===== config.mk =====
export PLATFORM = sky130hd
export DESIGN_NAME = gate_array_sync
export DESIGN_NICKNAME = d
export VERILOG_FILES = /design/src/rtl/gate_array_pkg.sv /design/src/rtl/gate_reduce.sv /design/src/rtl/gate_array_sync.sv
export SDC_FILE = /design/constraint.sdc
export NUM_CORES = 1
export LEC_CHECK = 0
export BUFFER_PORTS_ARGS = -buffer_cell sky130_fd_sc_hd__buf_4
export CORE_MARGIN = 10
export CORE_UTILIZATION = 40
export DETAILED_ROUTE_END_ITERATION = 10
export PLACE_DENSITY = 0.68
export SLEW_MARGIN = 10
export SYNTH_ARGS = -nofsm -noshare
export SYNTH_HDL_FRONTEND = slang
export SYNTH_SLANG_ARGS = --single-unit

===== constraint.sdc =====
create_clock -name clk -period 1.2 [get_ports clk]
set_input_delay 0.36 -clock clk [delete_from_list [all_inputs] [get_ports clk]]
set_output_delay 0.36 -clock clk [all_outputs]
set_load 0.02 [all_outputs]

===== src/rtl/gate_array_pkg.sv =====
// Shared definitions for the gate array: op encoding and op legality check.
// Imported by gate_reduce and gate_array_sync.
package gate_array_pkg;

  localparam int OP_W = 3;

  localparam logic [OP_W-1:0] OP_AND  = 3'b000;
  localparam logic [OP_W-1:0] OP_NAND = 3'b001;
  localparam logic [OP_W-1:0] OP_OR   = 3'b010;
  localparam logic [OP_W-1:0] OP_NOR  = 3'b011;
  localparam logic [OP_W-1:0] OP_XOR  = 3'b100;
  localparam logic [OP_W-1:0] OP_XNOR = 3'b101;

  // Codes above OP_XNOR are reserved and flagged as illegal.
  function automatic logic op_legal(input logic [OP_W-1:0] op);
    return (op <= OP_XNOR);
  endfunction

endpackage


===== src/rtl/gate_reduce.sv =====
// Combinational INPUTS-wide reduction gate with a run-time selectable function.
// Any illegal op code yields 0.
module gate_reduce
  import gate_array_pkg::*;
#(
  parameter int INPUTS = 3
) (
  input  logic [OP_W-1:0]   op,
  input  logic [INPUTS-1:0] a,
  output logic              r
);

  always_comb begin
    r = 1'b0;
    case (op)
      OP_AND:  r = &a;
      OP_NAND: r = ~&a;
      OP_OR:   r = |a;
      OP_NOR:  r = ~|a;
      OP_XOR:  r = ^a;
      OP_XNOR: r = ~^a;
      default: r = 1'b0;
    endcase
  end

endmodule


===== src/rtl/gate_array_sync.sv =====
// CHANNELS parallel gates followed by a LATENCY-stage pipeline.
// The final stage doubles as the output register and the last-valid-y history.
module gate_array_sync
  import gate_array_pkg::*;
#(
  parameter int CHANNELS = 3,
  parameter int INPUTS   = 3,
  parameter int LATENCY  = 2
) (
  input  logic                         clk,
  input  logic                         rst_n,
  input  logic [OP_W-1:0]              op,
  input  logic [CHANNELS*INPUTS-1:0]   in_bus,
  input  logic                         in_valid,
  input  logic [CHANNELS-1:0]          chan_en,
  input  logic                         hold,
  output logic [CHANNELS-1:0]          y,
  output logic                         y_valid,
  output logic [CHANNELS-1:0]          y_changed,
  output logic                         op_err
);

  logic [CHANNELS-1:0] gate_raw;
  logic [CHANNELS-1:0] gate_res;
  logic [CHANNELS-1:0] fin_d;
  logic                fin_v;

  for (genvar c = 0; c < CHANNELS; c++) begin : g_chan
    gate_reduce #(.INPUTS(INPUTS)) u_gate (
      .op (op),
      .a  (in_bus[c*INPUTS +: INPUTS]),
      .r  (gate_raw[c])
    );
  end

  assign gate_res = gate_raw & chan_en;

  // Stages 0..LATENCY-2 carry data and valid; the output register is the last stage.
  if (LATENCY == 1) begin : g_lat1
    assign fin_d = gate_res;
    assign fin_v = in_valid;
  end else begin : g_pipe
    logic [LATENCY-2:0][CHANNELS-1:0] pipe_d;
    logic [LATENCY-2:0]               pipe_v;

    always_ff @(posedge clk) begin
      if (!rst_n) begin
        pipe_d <= '0;
        pipe_v <= '0;
      end else if (!hold) begin
        pipe_d[0] <= gate_res;
        pipe_v[0] <= in_valid;
        for (int i = 1; i < LATENCY - 1; i++) begin
          pipe_d[i] <= pipe_d[i-1];
          pipe_v[i] <= pipe_v[i-1];
        end
      end
    end

    assign fin_d = pipe_d[LATENCY-2];
    assign fin_v = pipe_v[LATENCY-2];
  end

  // Bubbles leave y at the last valid value, so y itself is the change-detect reference.
  always_ff @(posedge clk) begin
    if (!rst_n) begin
      y         <= '0;
      y_valid   <= 1'b0;
      y_changed <= '0;
      op_err    <= 1'b0;
    end else if (hold) begin
      y_changed <= '0;
    end else begin
      y_valid <= fin_v;
      if (fin_v) begin
        y         <= fin_d;
        y_changed <= fin_d ^ y;
      end else begin
        y_changed <= '0;
      end
      if (in_valid && !op_legal(op)) begin
        op_err <= 1'b1;
      end
    end
  end

endmodule


## Word level (Yosys, flattened, before mapping)

Index checks and enable logic that the tools add are counted.

- Register bits after elaboration: 12
- Input port bits: 19
- Output and inout port bits: 8
- Word-level logic and storage cells: 44

- Magnitude comparators: 1
- Eq/ne operators: 5
- Muxes and demuxes: 3
- Bitwise operators: 5
- Reductions and logical operators: 24

Operator list:

| kind | number |
|---|---|
| 1-bit one-hot mux with 6 select lines | 3 |
| 3-bit OR reduction | 4 |
| 3-bit AND reduction | 3 |
| 3-bit XNOR reduction | 3 |
| 3-bit parity | 3 |
| 1-bit logical NOT | 7 |
| 3-bit by 2-bit equality test with 1-bit output (second input constant) | 2 |
| 3-bit equality test (second input constant) | 2 |
| 2-bit AND reduction | 2 |
| 3-bit bitwise AND | 1 |
| 3-bit by 1-bit equality test with 1-bit output (second input constant) | 1 |
| 3-bit <= comparator (second input constant) | 1 |
| 3-bit logical NOT | 1 |
| 1-bit NOT | 3 |
| 3-bit bitwise XOR | 1 |
| 1-bit logical AND | 1 |

## Depth between registers and ports, before layout

Gate-level depths: netlist of run 1.

- Depth after elaboration: 4
- Gate-level depth with buffers: 6

## Hierarchy

From an unflattened synthesis of run 1, not the netlist that was laid out.

- Cells, all modules: 91
- Area total of the unflattened synthesis: 799.5 um2

By module, submodules not included:

| module | times used | cells each | area each (um2) | seq. area each (um2) |
|---|---|---|---|---|
| gate_array_sync | 1 | 46 | 469.2 | 240.2 |
| gate_reduce | 3 | 15 | 110.1 | 0.0 |

## Least setup slack after synthesis of run 1

No wires, ideal clock.

- Path kind: input to register
- From: input in_bus[3]
- To: register g_pipe.pipe_d, in the netlist fin_d[1]
- Arrival: 1.212 ns
- Required time: 1.126 ns
- Slack: -0.086 ns
- Cell stages on the path: 6
- Buffers on the path: 0
- Cells stage by stage: inv_1 ha_1 nand2b_1 a221oi_1 a2111o_1 a31oi_1

- Word-level cells in the longest chain between the ends: 4

RTL lines:

| item | RTL line | source |
|---|---|---|
| from (decl) | gate_array_sync.sv:13 | `input logic [CHANNELS*INPUTS-1:0] in_bus,` |
| 3-bit OR reduction / 3-bit AND reduction (equally long branches) | - |  |
| 1-bit logical NOT (on tied branches) | gate_reduce.sv:19, gate_reduce.sv:17 |  |
| 1-bit one-hot mux with 6 select lines (*) | gate_reduce.sv:15 | `case (op)` |
| 3-bit bitwise AND (*) | gate_array_sync.sv:36 | `assign gate_res = gate_raw & chan_en;` |
| to (signal, indexed assignment) | gate_array_sync.sv:54 | `pipe_d[i] <= pipe_d[i-1];` |
| to (decl) | gate_array_sync.sv:43 | `logic [LATENCY-2:0][CHANNELS-1:0] pipe_d;` |

Every way passes the cells marked *; elsewhere a longest branch is shown, timed or not.
A chain may end at the register's enable or synchronous reset.

## Final worst setup path of run 1

- From: register y[2]
- To: output y[2]

RTL lines:

| item | RTL line | source |
|---|---|---|
| from (decl) | gate_array_sync.sv:17 | `output logic [CHANNELS-1:0] y,` |
| from (signal assigned) | gate_array_sync.sv:76 | `y <= fin_d;` |

No word-level cell between the ends.

==> results of run 1 <==
[per-stage QoR]
step | worst slack, ps | instance area (sq um)
3_5_place_dp | -180.0 | 1037
5_1_grt | 3.355 | 1076
2_1_floorplan | 0.7703 | 804.5
3_3_place_gp | -168.5 | 1037
4_1_cts | 42.30 | 1074
6_report | 56.44 | 1076
[cell usage in the layout (no fill, tap or decap), types with 2 or more instances in the layout]
| cell type | n |
|---|---|
| dfxtp_2 | 2 |
| nor2b_1 | 6 |
| clkbuf_4 | 3 |
| buf_4 | 30 |
| a21oi_1 | 2 |
| ha_1 | 4 |
| nand2_1 | 9 |
| xnor2_1 | 7 |
| nor2_1 | 3 |
| inv_1 | 3 |
| nand2b_1 | 4 |
| o21ai_0 | 2 |
| xor2_1 | 2 |
| ha_4 | 2 |
| mux2i_1 | 4 |
| inv_4 | 2 |
| dfxtp_1 | 10 |
| o211a_1 | 2 |
[layer usage]
layer  global-route usage (%)  wire [um]  vias up
met1                    9.613        767      308
met5                        0          0        -
met3                    3.180        121        2
met2                    14.32        817       19
met4                    4.098         23        0
li1                         -          -      348
[cells by family after synthesis]
group | after synthesis | synth area share, %
and+or+nand+nor | 29 | 21.40
AOI/OAI and AO/OA | 15 | 14.93
DFF | 12 | 31.84
buffers and inverters | 10 | 6.135
xor gates and xnor gates | 9 | 10.45
adders and majority gates | 6 | 9.950
muxes | 4 | 5.307
[what timing repair did]
item                       in CTS  in global routing
gates resized for setup         0                  2
setup endpoints to repair       0                  2
hold buffers                    0                  0
[path summary, 6_finish.rpt]
check	startpoint	end	slack, ps	cells after the start
min reg2reg	op_err$_SDFFE_PN0P_	op_err$_SDFFE_PN0P_	470	1
min	in_valid	fin_v$_SDFFE_PN0N_	380	3
max reg2reg	fin_v$_SDFFE_PN0N_	y[1]$_SDFFE_PN0P_	240	4
max	y[2]$_SDFFE_PN0P_	y[2]	60	1
[cell type report]
type / count / area share [%]
Multi-Input combinational cell: 63 / 47.67
Sequential cell: 12 / 22.56
Timing Repair Buffer: 30 / 20.93
Clock buffer: 4 / 3.372
Tap cell: 25 / 2.907
Inverter: 6 / 2.558
[report_power, final]
group | leakage [nW] | switching, W | internal (W)
Combinational | 0.381 | 0.0000957 | 0.000123
Clock | 0.0210 | 0.000120 | 0.000184
Sequential | 0.0982 | 0.00000536 | 0.000406
[state kept, by name, indices dropped and copies added (netlist names)]
signal     flops
fin_d          3
fin_v          1
op_err         1
y              3
y_changed      3
y_valid        1
==> run metrics, run 1 <==
part of the cycle the worst path needs 95.30%; register area 242.7 sq um; post-route setup TNS 0 ps; Final ANT Viol Nets 0; detailed-route wire length per cell 12.35 um; crit end category output port; share of layout cells above drive strength 1 40.00%; Worst path slowest cell dfxtp_1; Fill cells 171; Synth top area share 31.84%; syn_area_per_cell 8.876 sq um; Final Hold Viols 0; drt first-iter violations 8; num ports 27; fraction of registers with async set/reset 0%; Skew-Pair Late Insertion Delay 260 ps; Area Growth Syn to Fin 42.62%; register area share after synthesis 31.84%; placed cell count 136; CTS Buffer Depth 2; Worst EP required 840 ps; Synth top cells by count 12 x dfxtp_1, 9 x nand2_1, 7 x xnor2_1; HP Class input port to register; Unique masters post-synth 29; critical path's largest stage delay 370 ps; remaining global-route overflow 0; DR DRC count 0; first-pass GRT wire length 2898 um; CTS tree done; DR vias 677; CORE AREA 1764 sq um; Primary FF master, synth dfxtp_1; Final HPWL DP 1541 um; Clock transition at path regs 70 ps; TritonCTS Sinks 12; Cells after Synth 85; max-slew violations 0; Max-slew headroom 80.07%; Initial Util 42.77%; Nets 141; FP Rows 15; fin util 60.99%; crit-path leading delay family flip-flops; Worst Skew 2.043 ps; Vert. Die Dim 63.43 um; Pwr Total 0.0009340 W; CTS root buf clkbuf_4; ordered list of cells on the worst path buf_4; # setup viols final 0; number of synthesized flops with an enable pin 0; syn nets 110; maxcap violations 0; crit-path max FO 3; WL final 1729 um; die area 4023 sq um; largest net degree at the start of global routing 11; leak pwr 0.5000 nW; Worst Tran Pin Value 299.0 ps; fin crit period 1144 ps; GPL Wtd Cong 0.7011; antenna violations before repair 0; Synth Warn # 0; n_diodes 0; DIE WIDTH 63.43 um; outcome finished clean; CP Launch Type register; Port-buffer cells 26; top cells by area, synth dfxtp_1 32%, ha_1 10%, xnor2_1 8.1%, mux2i_1 5.3%, nor2b_1 5.0%; multi-input logic area 513.0 sq um; WP buf/inv 1; Max VDD drop 575.6 uV; WS Path Type register to output port; post-synthesis cell area 754.5 sq um; CTS Buf Count 3; f_max 874.5 MHz; post-CTS setup buffer count 0; gr usage total 8.686%; vias in the first global route 683; PwrDens 868.0 nW/um^2; drt pass-1 iters 4; final std cells w/o fill 140; Synth Register Bits 12; area leader, netlist dfxtp_1; RSZ-0062 raised after global routing false; via/cell ratio 4.836; CP arrival 780 ps; most numerous cell in the Yosys netlist dfxtp_1; H-tree Lvls 1; Hold Worst Slack 378.1 ps
Power figures use the tool's default switching activity.
==> run 2, diff against run 1 <==
GPL_ROUTABILITY_DRIVEN = 0   (was default)
SETUP_SLACK_MARGIN = 0.2   (was default)
==> run metrics, run 2 (same netlist as run 1, synthesis figures left out) <==
Worst Tran Pin Value 252.8 ps (-46.20 ps); drt pass-1 iters 2 (-2); max-slew violations 0 (unchanged); TritonCTS Sinks 12 (unchanged); Max-slew headroom 83.12% (+3.0 points); DR DRC count 0 (unchanged); pre-CTS setup slack -198.1 ps (-18.11 ps); remaining global-route overflow 0 (unchanged); vias in the first global route 755 (+11%); Worst path slowest cell a2111o_1; Worst EP required 1390 ps (+550 ps); crit end category register; DR vias 696 (+2.8%); Initial Util 42.77% (unchanged); DIE WIDTH 63.43 um (unchanged); CTS Buffer Depth 2 (unchanged); Max VDD drop 419.6 uV (-27%); fin worst setup slack 103.5 ps (+47.07 ps); f_max 912.0 MHz (+4.3%); PwrDens 764.5 nW/um^2 (-12%); fin crit period 1096 ps (-47.07 ps); FP Rows 15 (unchanged); Port-buffer cells 26 (unchanged); CTS root buf clkbuf_4; Clock transition at path regs 70 ps (about the same); Placed Area 1111 sq um (+7.1%); Reg2Reg Capture Point y[0]$_SDFFE_PN0P_; Final HPWL DP 1422 um (-7.7%); critical path's largest stage delay 290 ps (-80 ps); gr usage total 9.761% (+1.1 points); CP arrival 1290 ps (+510 ps); WHS Path Cells 3 (unchanged); Hold Worst Slack 360.0 ps (-18.02 ps); WP buf/inv 1 (unchanged); Area Growth Syn to Fin 78.94%; Final Cell Area 1350 sq um (+25%); part of the cycle the worst path needs 91.37% (-3.9 points); CTS Buf Count 3 (unchanged); outcome finished clean; crit-path leading delay family compound AO/OA/AOI/OAI gates; detailed-route wire length per cell 13.46 um (+8.9%); share of layout cells above drive strength 1 62.50% (+22 points); WL final 1951 um (+13%); multi-input logic area 656.9 sq um (+28%); hold_sp in_valid; RSZ-0062 raised after global routing true; fin util 76.52% (+16 points); drt first-iter violations 3 (-5); antenna violations before repair 0 (unchanged); maxcap violations 0 (unchanged); worst r2r src fin_v$_SDFFE_PN0N_; first-pass GRT wire length 3353 um (+16%); register area 251.5 sq um (+3.6%); crit-path max FO 2 (-1); most frequent cells in the layout 22 x buf_4, 9 x nand2_1, 9 x dfxtp_2, 9 x buf_6, 6 x ha_4; via/cell ratio 4.800 (-0.74%); R2R depth 4 (unchanged); post-route setup TNS 0 ps (unchanged); CP Launch Type input port; H-tree Lvls 1 (unchanged); die area 4023 sq um (unchanged); CORE AREA 1764 sq um (unchanged); Final Hold Viols 0 (unchanged); HP Class input port to register; leak pwr 0.5810 nW (+16%); setup slack, reg-to-reg 300 ps (+60 ps); num ports 27 (unchanged); WS Path Type input port to register; Fill cells 132 (-23%); n_diodes 0 (unchanged); hold path endpoint fin_v$_SDFFE_PN0N_; Worst Skew 3.163 ps (+1.120 ps); hold-fix buffer count after cts 0 (unchanged); ordered list of cells on the worst path buf_4 > ha_4 > and3_2 > a2111o_1 > a31oi_1; largest net degree at the start of global routing 11 (unchanged); Nets 146 (+3.5%); CTS tree done; commonest non-fill, non-tap cell in the layout buf_4; Skew-Pair Late Insertion Delay 260 ps (about the same); Final ANT Viol Nets 0 (unchanged); # setup viols final 0 (unchanged); Vert. Die Dim 63.43 um (unchanged)
[run 2: changes by cell type in the layout (fill, tap and decap cells not counted), sizes merged]
cell  before  now
buf       30   35
[run 2: per-stage QoR]
step           total power [W]  instances
6_report              0.001032        145
5_1_grt               0.001095        145
4_1_cts               0.001007        144
3_5_place_dp         0.0006685        136
3_3_place_gp         0.0006655        136
2_1_floorplan        0.0005802         85
[run 2: worst max path at each step]
stage / startpoint / endpoint / slack [ps] / cells past startpoint
floorplan: in_bus[7] / fin_d[2]$_SDFFE_PN0N_ / 10 / 6
finish: in_bus[4] / fin_d[1]$_SDFFE_PN0N_ / 100 / 5
detailed placement: in_bus[7] / fin_d[2]$_SDFFE_PN0N_ / -200 / 7
global route: in_bus[4] / fin_d[1]$_SDFFE_PN0N_ / 50 / 5
CTS: y_valid$_SDFFE_PN0N_ / y_valid / 110 / 1
global placement: in_bus[7] / fin_d[2]$_SDFFE_PN0N_ / -170 / 7
[run 2: power by group]
part | total, W | internal (W) | switching [W]
clock network | 0.000313 | 0.000184 | 0.000129
registers | 0.000412 | 0.000407 | 0.00000580
logic | 0.000307 | 0.000175 | 0.000132
[run 2: layout make-up]
type | instances | share of cell area, %
timing repair buffer | 35 | 24.19
sequential | 12 | 18.63
inverter | 6 | 3.522
multi-input combinational | 63 | 48.66
tap | 25 | 2.317
clock buffer | 4 | 2.688
[run 2: repair_timing]
action                     4_1_cts  5_1_grt
resized for setup               26       15
buffers inserted                 4        1
pin swaps                        9        7
setup endpoints to repair       11       14
[run 2: worst min-delay path: cells and delay by family]
kind | cells | cell delay [ps]
muxes | 1 | 50
buffers and inverters | 1 | 80
and+or+nand+nor | 1 | 90
[run 2: layer usage]
metal  GRT usage [%]  wire, um  up-vias
met1           11.32       803      317
met2           16.96      1060       18
met5               0         0        -
met3           1.237        63        2
met4           4.918        23        0
li1                -         -      359
